`config.mk`:
```
export PLATFORM = sky130hd
export DESIGN_NAME = decode_issue_stage
export DESIGN_NICKNAME = d
export VERILOG_FILES = /design/src/rtl/decode_issue_pkg.sv /design/src/rtl/decode_issue_stage_regfile.sv /design/src/rtl/decode_issue_stage.sv
export SDC_FILE = /design/constraint.sdc
export NUM_CORES = 1
export LEC_CHECK = 0
export ABC_AREA = 1
export CORE_MARGIN = 5
export CORE_UTILIZATION = 50
export CTS_CLUSTER_SIZE = 28
export DETAILED_ROUTE_END_ITERATION = 8
export GPL_TIMING_DRIVEN = 1
export PLACE_DENSITY = 0.75
export REMOVE_ABC_BUFFERS = 1
export SLEW_MARGIN = 20
export SYNTH_ARGS = -nofsm -noshare
export SYNTH_HDL_FRONTEND = slang
export SYNTH_SLANG_ARGS = --single-unit
```
`constraint.sdc`:
```
create_clock -name clk_i -period 2.95 [get_ports clk_i]
set_input_delay 0.59 -clock clk_i [delete_from_list [all_inputs] [get_ports clk_i]]
set_output_delay 0.59 -clock clk_i [all_outputs]
set_load 0.02 [all_outputs]
```
`src/rtl/decode_issue_pkg.sv`:
```
// Shared constants and the ID/EX payload type for the decode/issue stage.
package decode_issue_pkg;

    localparam int DATA_W_DEF      = 16;
    localparam int NUM_REGS_DEF    = 8;
    localparam int REG_AW_DEF      = $clog2(NUM_REGS_DEF);
    localparam int PC_W_DEF        = 32;
    localparam int CTRL_W_DEF      = 32;
    localparam int STALL_CNT_W_DEF = 16;

    localparam logic [STALL_CNT_W_DEF-1:0] STALL_CNT_MAX = '1;

    typedef struct packed {
        logic [DATA_W_DEF-1:0] op1;
        logic [DATA_W_DEF-1:0] op2;
        logic [REG_AW_DEF-1:0] rd;
        logic [CTRL_W_DEF-1:0] ctrl;
        logic [PC_W_DEF-1:0]   pc;
    } id_ex_t;

endpackage

```
`src/rtl/decode_issue_stage_regfile.sv`:
```
// Register file: one synchronous write port, two combinational read ports.
// DECODE_WB_BYPASS_EN makes a same-cycle write visible on the read ports.
module regfile_bypass #(
    parameter int DATA_W   = 16,
    parameter int NUM_REGS = 8,
    parameter int AW       = 3
) (
    input  logic              clk_i,
    input  logic              reset_i,
    input  logic              we_i,
    input  logic [AW-1:0]     waddr_i,
    input  logic [DATA_W-1:0] wdata_i,
    input  logic [AW-1:0]     raddr1_i,
    input  logic [AW-1:0]     raddr2_i,
    output logic [DATA_W-1:0] rdata1_o,
    output logic [DATA_W-1:0] rdata2_o
);

    logic [DATA_W-1:0] mem_q [NUM_REGS];

    always_ff @(posedge clk_i) begin
        if (reset_i) begin
            for (int i = 0; i < NUM_REGS; i++) begin
                mem_q[i] <= '0;
            end
        end else if (we_i) begin
            mem_q[waddr_i] <= wdata_i;
        end
    end

`ifdef DECODE_WB_BYPASS_EN
    assign rdata1_o = (we_i && (waddr_i == raddr1_i)) ? wdata_i : mem_q[raddr1_i];
    assign rdata2_o = (we_i && (waddr_i == raddr2_i)) ? wdata_i : mem_q[raddr2_i];
`else
    assign rdata1_o = mem_q[raddr1_i];
    assign rdata2_o = mem_q[raddr2_i];
`endif

endmodule

```
`src/rtl/decode_issue_stage.sv`:
```
// Decode/issue stage: operand read, load-use stall, ID/EX register with valid/ready.
// Write-back bypass on the register file is enabled by DECODE_WB_BYPASS_EN.
module decode_issue_stage
    import decode_issue_pkg::*;
#(
    parameter int DATA_W      = DATA_W_DEF,
    parameter int NUM_REGS    = NUM_REGS_DEF,
    parameter int PC_W        = PC_W_DEF,
    parameter int CTRL_W      = CTRL_W_DEF,
    parameter int STALL_CNT_W = STALL_CNT_W_DEF,
    localparam int REG_AW     = (NUM_REGS > 1) ? $clog2(NUM_REGS) : 1
) (
    input  logic                   clk_i,
    input  logic                   reset_i,
    input  logic                   in_valid_i,
    output logic                   in_ready_o,
    input  logic [REG_AW-1:0]      in_rs1_i,
    input  logic [REG_AW-1:0]      in_rs2_i,
    input  logic                   in_uses_rs1_i,
    input  logic                   in_uses_rs2_i,
    input  logic [REG_AW-1:0]      in_rd_i,
    input  logic [CTRL_W-1:0]      in_ctrl_i,
    input  logic [PC_W-1:0]        in_pc_i,
    input  logic                   ex_mem_read_i,
    input  logic [REG_AW-1:0]      ex_rd_i,
    input  logic                   wb_we_i,
    input  logic [REG_AW-1:0]      wb_addr_i,
    input  logic [DATA_W-1:0]      wb_data_i,
    input  logic                   flush_i,
    output logic                   out_valid_o,
    input  logic                   out_ready_i,
    output logic [DATA_W-1:0]      out_op1_o,
    output logic [DATA_W-1:0]      out_op2_o,
    output logic [REG_AW-1:0]      out_rd_o,
    output logic [CTRL_W-1:0]      out_ctrl_o,
    output logic [PC_W-1:0]        out_pc_o,
    output logic                   hazard_stall_o,
    output logic [STALL_CNT_W-1:0] stall_cycles_o
);

    logic [DATA_W-1:0]      rdata1, rdata2;
    logic                   hazard, advance, accept;

    logic                   valid_q, valid_d;
    logic [DATA_W-1:0]      op1_q, op1_d, op2_q, op2_d;
    logic [REG_AW-1:0]      rd_q, rd_d;
    logic [CTRL_W-1:0]      ctrl_q, ctrl_d;
    logic [PC_W-1:0]        pc_q, pc_d;
    logic [STALL_CNT_W-1:0] stall_cnt_q, stall_cnt_d;

    regfile_bypass #(
        .DATA_W   (DATA_W),
        .NUM_REGS (NUM_REGS),
        .AW       (REG_AW)
    ) u_regfile (
        .clk_i    (clk_i),
        .reset_i  (reset_i),
        .we_i     (wb_we_i),
        .waddr_i  (wb_addr_i),
        .wdata_i  (wb_data_i),
        .raddr1_i (in_rs1_i),
        .raddr2_i (in_rs2_i),
        .rdata1_o (rdata1),
        .rdata2_o (rdata2)
    );

    // A load in EX cannot forward in time; hold the consumer in ID for a cycle.
    assign hazard  = in_valid_i & ex_mem_read_i &
                     ((in_uses_rs1_i & (in_rs1_i == ex_rd_i)) |
                      (in_uses_rs2_i & (in_rs2_i == ex_rd_i)));
    assign advance = ~valid_q | out_ready_i;
    assign in_ready_o = advance & ~hazard & ~flush_i;
    assign accept  = in_valid_i & in_ready_o;

    always_comb begin
        valid_d = valid_q;
        op1_d   = op1_q;
        op2_d   = op2_q;
        rd_d    = rd_q;
        ctrl_d  = ctrl_q;
        pc_d    = pc_q;
        if (flush_i) begin
            valid_d = 1'b0;
            ctrl_d  = '0;
            rd_d    = '0;
        end else if (accept) begin
            valid_d = 1'b1;
            op1_d   = rdata1;
            op2_d   = rdata2;
            rd_d    = in_rd_i;
            ctrl_d  = in_ctrl_i;
            pc_d    = in_pc_i;
        end else if (advance) begin
            valid_d = 1'b0;
            ctrl_d  = '0;
        end
    end

    always_comb begin
        stall_cnt_d = stall_cnt_q;
        if (hazard && (stall_cnt_q != {STALL_CNT_W{1'b1}})) begin
            stall_cnt_d = stall_cnt_q + STALL_CNT_W'(1);
        end
    end

    always_ff @(posedge clk_i) begin
        if (reset_i) begin
            valid_q     <= 1'b0;
            op1_q       <= '0;
            op2_q       <= '0;
            rd_q        <= '0;
            ctrl_q      <= '0;
            pc_q        <= '0;
            stall_cnt_q <= '0;
        end else begin
            valid_q     <= valid_d;
            op1_q       <= op1_d;
            op2_q       <= op2_d;
            rd_q        <= rd_d;
            ctrl_q      <= ctrl_d;
            pc_q        <= pc_d;
            stall_cnt_q <= stall_cnt_d;
        end
    end

    assign out_valid_o    = valid_q;
    assign out_op1_o      = op1_q;
    assign out_op2_o      = op2_q;
    assign out_rd_o       = rd_q;
    assign out_ctrl_o     = ctrl_q;
    assign out_pc_o       = pc_q;
    assign hazard_stall_o = hazard;
    assign stall_cycles_o = stall_cnt_q;

endmodule

```
==> results of run 1 <==
cells in the final DEF, fill, tap and decap left out, types with 2 or more instances in the layout:
cell and n:
nand3_2 2, clkdlybuf4s50_1 216, buf_2 2, inv_2 6
buf_12 4, dlygate4sd2_1 2, edfxtp_1 128, nand2_4 2
nor2_1 222, nor2_2 2, clkbuf_4 2, nand2_1 533
a21oi_1 49, clkbuf_8 3, xor2_1 5, inv_4 3
xnor2_1 4, nand2_2 2, buf_4 46, nand3b_1 2
clkinv_1 6, clkinv_2 3, clkbuf_1 6, nand4_1 106
inv_1 234, clkbuf_16 28, dfxtp_1 116, nand3_1 211
cells by family (layout without fill, tap and decap cells):
family	after synthesis	after routing
and+or+nand+nor	1085	1085
buffers and inverters	356	562
DFF	244	244
AOI/OAI and AO/OA	50	50
xor gates and xnor gates	9	9
adders and majority gates	1	1
power breakdown:
| part | switching, µW | internal, µW |
|---|---|---|
| clock | 1320 | 1910 |
| combinational | 783 | 513 |
| sequential | 95.5 | 3760 |
| total | 2190 | 6180 |
layout make-up:
cell class              count  area [µm²]  share of cell area [%]
repair buffers            270        2615                   16.38
well taps                 330       412.9                   2.586
clock inverters            10       70.07                  0.4388
clock buffers              39       779.5                   4.882
flip-flops and latches    244        6166                   38.62
multi-input cells        1145        5006                   31.35
inverters                 243       917.1                   5.744
flip-flops by register name (all words and copies together) (netlist names):
signal	cells
out_op2_o	16
out_op1_o	16
out_ctrl_o	32
u_regfile.mem_q	128
out_rd_o	3
out_valid_o	1
stall_cycles_o	16
out_pc_o	32
metal layers:
metal	vias to the layer above	GRT usage [%]	part of all wire, %
met5	-	0	0
met4	0	11.64	4.5
met3	142	4.157	9.6
met2	630	43.03	47
met1	5538	32.41	39
li1	5910	-	-
metrics by stage:
step | TNS, ns | setup WS [ns]
6_report | 0 | 0.2133
3_5_place_dp | -0.07707 | -0.05701
3_3_place_gp | -0.08437 | -0.05495
4_1_cts | 0 | 0.1969
2_1_floorplan | -118.31 | -1.516
5_1_grt | 0 | 0.1209
worst reg2reg max path: cells and delay by family (launching register included):
kind / cells / cell delay, ns
buf+inv: 4 / 0.82
flops: 1 / 0.35
simple gates: 5 / 0.64
what timing repair did:
action                                 CTS  global route
endpoints found under the hold margin    0             0
setup endpoints to repair                2             0
resized for setup                        2             0
synth_stat cells:
library cell and count:
nor2_1 223, clkbuf_1 61, nand2_1 533, buf_1 20
nand2_2 3, xor2_1 5, nand3_2 2, inv_2 6
nand3_1 211, nand4_2 1, buf_4 4, nor2_2 2
inv_1 235, xnor2_1 4, buf_2 20, dfxtp_1 116
o21ai_0 1, nand4_1 106, nand2_4 1, ha_1 1
buf_6 8, nor3_1 1, nand3b_1 2, inv_4 2
edfxtp_1 128, a21oi_1 49
worst paths after layout:
kind                    end  cells past startpoint  slack (ns)
min reg2reg  out_ctrl_o[13]                      2        0.46
min          out_ctrl_o[13]                      2        0.46
max              in_ready_o                     11        0.21
max reg2reg     out_pc_o[9]                      9        1.05
==> qor.csv, run 1 <==
stage,metric,value,unit
outcome,outcome,"finished, final reports clean",
cells_and_area,Filler cells,2147,
synthesis,multiplexer area fraction after synthesis,0,%
hold_path,Hold Crit Start,out_ctrl_o[13],
floorplanning,die height,168.8,µm
placement,gpl congestion,0.8704,
clock_tree,H-Tree Depth,1,
cells_and_area,Area Growth Syn to Fin,26.71,%
clock_tree,"CTS clk-pin slew, worst paths",0.06,ns
placement,IO Port Bufs,221,
floorplanning,Starting Density,50.48,%
power,Max VDD drop,0.5463,mV
sta,Relative slew margins,47.91,%
power,pwr dens,524.8,nW/µm²
drt,DR iter-0 viols,1516,
floorplanning,Die Wd,168.8,µm
placement,placed cell count,2232,
sta,Final setup viols,0,
synthesis,Syn. warnings,0,
synthesis,top-area cell type share of the netlist area,30.50,%
sta,Worst Tran Pin Value,0.7814,ns
drt,TritonRoute pass-1 iters,6,
cells_and_area,# diodes,0,
placement,post-placement cell area,15120,µm²
cells_and_area,Final #Nets,2036,
power,total power,8379,µW
global_route,GRT Util Overall,25.56,%
sta,final hold viol count,0,
global_route,first-pass GRT wire length,59600,µm
synthesis,#FFs+latches synth,244,
clock_tree,Clock Tree Buf Depth,3,
hold_path,Hold WC Path Type,reg -> reg,
sta,final slew viol count,0,
synthesis,synthesized-area fraction occupied by xor and xnor cells,0.6256,%
setup_path,CP peak stage delay,0.58,ns
synthesis,Mapped Area,12600,µm²
clock_tree,CTS tree,built,
global_route,grt ovf,0,
clock_tree,Skew-Pair Late Insertion Delay,0.53,ns
drt,Wirelength per Cell,16.70,µm
sta,crit path time final,2.737,ns
clock_tree,clock sinks,244,
drt,Vias,12220,
sta,Hold WS,0.4608,ns
sta,Final period util,92.77,%
setup_path,CP Launch Type,primary input,
floorplanning,I/O pins,222,
setup_path,Critical Path AT,2.15,ns
floorplanning,Rows,58,
synthesis,synthesized netlist cell count,1745,
global_route,initial antenna violation count,0,
synthesis,Compound-Gate Fraction of Synth Area,1.986,%
cells_and_area,"Cell Count, Final, Fillers Out",2281,
clock_tree,Setup Buffers After CTS,0,
setup_path,Worst EP required,2.36,ns
setup_path,Worst Path Buf+Inv,4,
setup_path,Crit Path Category,in -> out,
clock_tree,"Hold-fix buffers, CTS",0,
synthesis,Synth Area in Simple Gates,36.92,%
cells_and_area,fin area,15970,µm²
setup_path,R2R Path Start,out_valid_o,
sta,fmax,365.4,MHz
synthesis,synthesized-area fraction occupied by adder cells,0.09930,%
drt,drt drc,0,
drt,DR vias/cell,5.357,
sta,Final Skew,0.008957,ns
synthesis,synth unique cells,26,
clock_tree,Root Driver,clkbuf_16,
floorplanning,die area,28480,µm²
setup_path,CP top delay family,buffers and inverters,
floorplanning,core footprint,24960,µm²
clock_tree,CTS Buf Count,27,
synthesis,sequential area share after synthesis,48.93,%
synthesis,Synth Area per Inst,7.221,µm²
setup_path,CP Capture Type,output port,
placement,hpwl dp,23650,µm
sta,RSZ-0062 raised after global routing,false,
synthesis,largest family of logic cells by synthesized area,simple AND/OR/NAND/NOR gates,
cells_and_area,share of cells above drive strength 1,5.536,%
setup_path,critical-path cell list,clkdlybuf4s50_1 -> inv_1 -> nand2_1 -> nand2_1 -> nor2_1 -> nand2_2 -> nand2_4 -> nand2_4 -> inv_2 -> nor3_1 -> dlygate4sd2_1,
setup_path,crit-path max FO,4,
synthesis,largest cells by area after synthesis,"edfxtp_1 31%, dfxtp_1 18%, nand2_1 16%",
setup_path,CP startpoint,ex_rd_i[2],
cells_and_area,Finished Core Util,63.96,%
flow_run,MaxCap Viol Count,0,
drt,Antenna Violating Nets Remaining,0,
drt,Post-Route WL,38100,µm
setup_path,Slowest cell on crit path,clkdlybuf4s50_1,
global_route,vias in the first global route,11695,
synthesis,"area leader, netlist",edfxtp_1,
global_route,largest net degree at the start of global routing,69,
power,leakage power,0.007075,µW
Power figures use the tool's default switching activity.
==> run 2, diff against run 1 <==
--- a/config.mk
+++ b/config.mk
@@ -6,6 +6,7 @@
 export NUM_CORES = 1
 export LEC_CHECK = 0
 export ABC_AREA = 1
+export CORE_ASPECT_RATIO = 0.8
 export CORE_MARGIN = 5
 export CORE_UTILIZATION = 50
 export CTS_CLUSTER_SIZE = 28
==> qor.csv, run 2 (synthesis results as in run 1) <==
stage,metric,value,unit,change
placement,gpl congestion,0.8796,,+1.1%
setup_path,CP startpoint,in_rs1_i[2],,
sta,Final setup viols,0,,unchanged
setup_path,critical-path cell list,clkdlybuf4s50_1 -> inv_4 -> nand2_1 -> nand2_1 -> nor2_1 -> nand2_2 -> nand2_4 -> nand2_4 -> inv_2 -> nor3_1 -> dlygate4sd2_1,,
setup_path,CP Launch Type,primary input,,
floorplanning,core footprint,25050,µm²,+0.34%
sta,fmax,368.1,MHz,+0.74%
drt,Post-Route WL,38640,µm,+1.4%
clock_tree,CTS tree,built,,
clock_tree,Skew-Pair Late Insertion Delay,0.54,ns,about the same
cells_and_area,Final #Nets,2040,,+0.20%
setup_path,Worst EP required,2.36,ns,about the same
cells_and_area,Largest register FFs,128,,unchanged
setup_path,Slowest cell on crit path,clkdlybuf4s50_1,,
setup_path,R2R Path Start,stall_cycles_o[0],,
global_route,first-pass GRT wire length,61210,µm,+2.7%
global_route,grt ovf,0,,unchanged
global_route,largest net degree at the start of global routing,71,,+2.9%
floorplanning,die height,152.0,µm,-9.9%
cells_and_area,Reg with most FFs,u_regfile.mem_q,,
setup_path,CP top delay family,buffers and inverters,,
drt,TritonRoute pass-1 iters,5,,-1
cells_and_area,fin area,16060,µm²,+0.60%
global_route,most used routing layer,met2,,
floorplanning,die area,28500,µm²,about the same
sta,final hold viol count,0,,unchanged
sta,RSZ-0062 raised after global routing,false,,
hold_path,Hold WC Path Type,reg -> reg,,
placement,post-placement cell area,15160,µm²,+0.28%
power,Max VDD drop,0.4764,mV,-13%
placement,hpwl dp,24110,µm,+2.0%
floorplanning,Starting Density,50.30,%,-0.17 points
setup_path,Crit Path Category,in -> out,,
outcome,outcome,"finished, final reports clean",,
power,leakage power,0.007122,µW,+0.67%
clock_tree,H-Tree Depth,1,,unchanged
global_route,vias in the first global route,11542,,-1.3%
global_route,GRT met1 Usage,34.20,%,+1.8 points
setup_path,Worst Path Buf+Inv,4,,unchanged
global_route,initial antenna violation count,0,,unchanged
clock_tree,clock sinks,244,,unchanged
setup_path,Critical Path AT,2.13,ns,-0.02 ns
sta,Sum Neg Setup Slack,0,ns,unchanged
cells_and_area,# diodes,0,,unchanged
drt,DR iter-0 viols,1007,,-34%
drt,Vias,12130,,-0.74%
power,pwr dens,536.1,nW/µm²,+2.2%
sta,final slew viol count,0,,unchanged
sta,Final Skew,0.02651,ns,+0.01755 ns
sta,crit path time final,2.717,ns,-0.01998 ns
setup_path,crit-path max FO,4,,unchanged
floorplanning,Die Wd,187.5,µm,+11%
cells_and_area,share of cells above drive strength 1,5.934,%,+0.40 points
drt,Wirelength per Cell,16.95,µm,+1.5%
clock_tree,CTS Buf Count,26,,-3.7%
sta,Relative slew margins,46.98,%,-0.93 points
clock_tree,Root Driver,clkbuf_16,,
global_route,met3 GRT Util,4.128,%,-0.028 points
global_route,GRT Util Overall,26.06,%,+0.49 points
setup_path,CP Capture Type,output port,,
clock_tree,Clock Tree Buf Depth,3,,unchanged
floorplanning,Rows,52,,-10%
cells_and_area,most frequent cells in the layout,"533 x nand2_1, 233 x inv_1, 222 x nor2_1",,
cells_and_area,Filler cells,2155,,+0.37%
cells_and_area,Finished Core Util,64.12,%,+0.16 points
floorplanning,I/O pins,222,,unchanged
sta,Worst Tran Pin Value,0.7953,ns,+0.01393 ns
sta,Final period util,92.09,%,-0.68 points
clock_tree,"CTS clk-pin slew, worst paths",0.06,ns,about the same
cells_and_area,"most common cell after layout, fill and taps aside",nand2_1,,
clock_tree,"Hold-fix buffers, CTS",0,,unchanged
placement,IO Port Bufs,221,,unchanged
hold_path,Hold Crit Start,out_ctrl_o[7],,
drt,Antenna Violating Nets Remaining,0,,unchanged
drt,drt drc,0,,unchanged
flow_run,MaxCap Viol Count,0,,unchanged
setup_path,CP peak stage delay,0.61,ns,+0.03 ns
cells_and_area,Area Growth Syn to Fin,27.47,%,
global_route,met2 Resource Use GR,43.70,%,+0.67 points
drt,DR vias/cell,5.323,,-0.65%
## run 2: changes by cell type in the layout (fill, tap and decap cells not counted), moves of 2 or more
cell / previous run / this run
buf_4: 46 / 50
bufinv_16: 1 / 4
clkbuf_4: 2 / 0
clkinv_1: 6 / 3
clkinvlp_4: 0 / 4
## run 2: timing repair
item | in CTS | in global routing
resized for setup | 2 | 1
buffers inserted | 0 | 0
hold endpoints to repair | 0 | 0
setup endpoints to repair | 2 | 1
## run 2: area by class of cell
type	instances	area (µm²)	share of cell area (%)
repair buffers	275	2668	16.61
well taps	324	405.4	2.524
flip-flops and latches	244	6166	38.39
multi-input cells	1145	5006	31.17
clock inverters	12	168.9	1.052
inverters	243	917.1	5.710
clock buffers	36	730.7	4.549
## run 2: final timing paths
kind / end / slack [ns] / depth (start not counted)
worst min-delay path: out_ctrl_o[7] / 0.46 / 2
worst min register to register: out_ctrl_o[7] / 0.46 / 2
worst max register to register: stall_cycles_o[6] / 1.05 / 8
worst max-delay path: in_ready_o / 0.23 / 11
## run 2: through the flow
stage	power [µW]	std cells	setup slack [ns]	hold slack [ns]
6_report	8611	2279	0.2332	0.4638
5_1_grt	8947	2279	0.1296	0.4761
4_1_cts	8633	2279	0.001951	0.4655
3_5_place_dp	5222	2231	-0.09169	0.4561
3_3_place_gp	5187	2231	-0.06297	0.4514
2_1_floorplan	4574	1632	-1.516	0.5450
## run 2: power breakdown
group,switching [µW],internal [µW]
combinational,787,519
clock,1360,2080
sequential,100,3760
## run 2: worst register-to-register path: stages, from the launching register on
cell,delay (ns)
dfxtp_1,0.43
ha_1,0.26
nand2_1,0.10
nor2_2,0.22
nand4_2,0.09
buf_4,0.21
nand3_2,0.27
nand2_1,0.10
a21oi_1,0.14
## run 2: per-layer routing
layer | routed length (µm) | vias to the layer above
li1 | - | 5919
met1 | 15390 | 5495
met2 | 18340 | 602
met3 | 3363 | 114
met4 | 1537 | 0
met5 | 0 | -
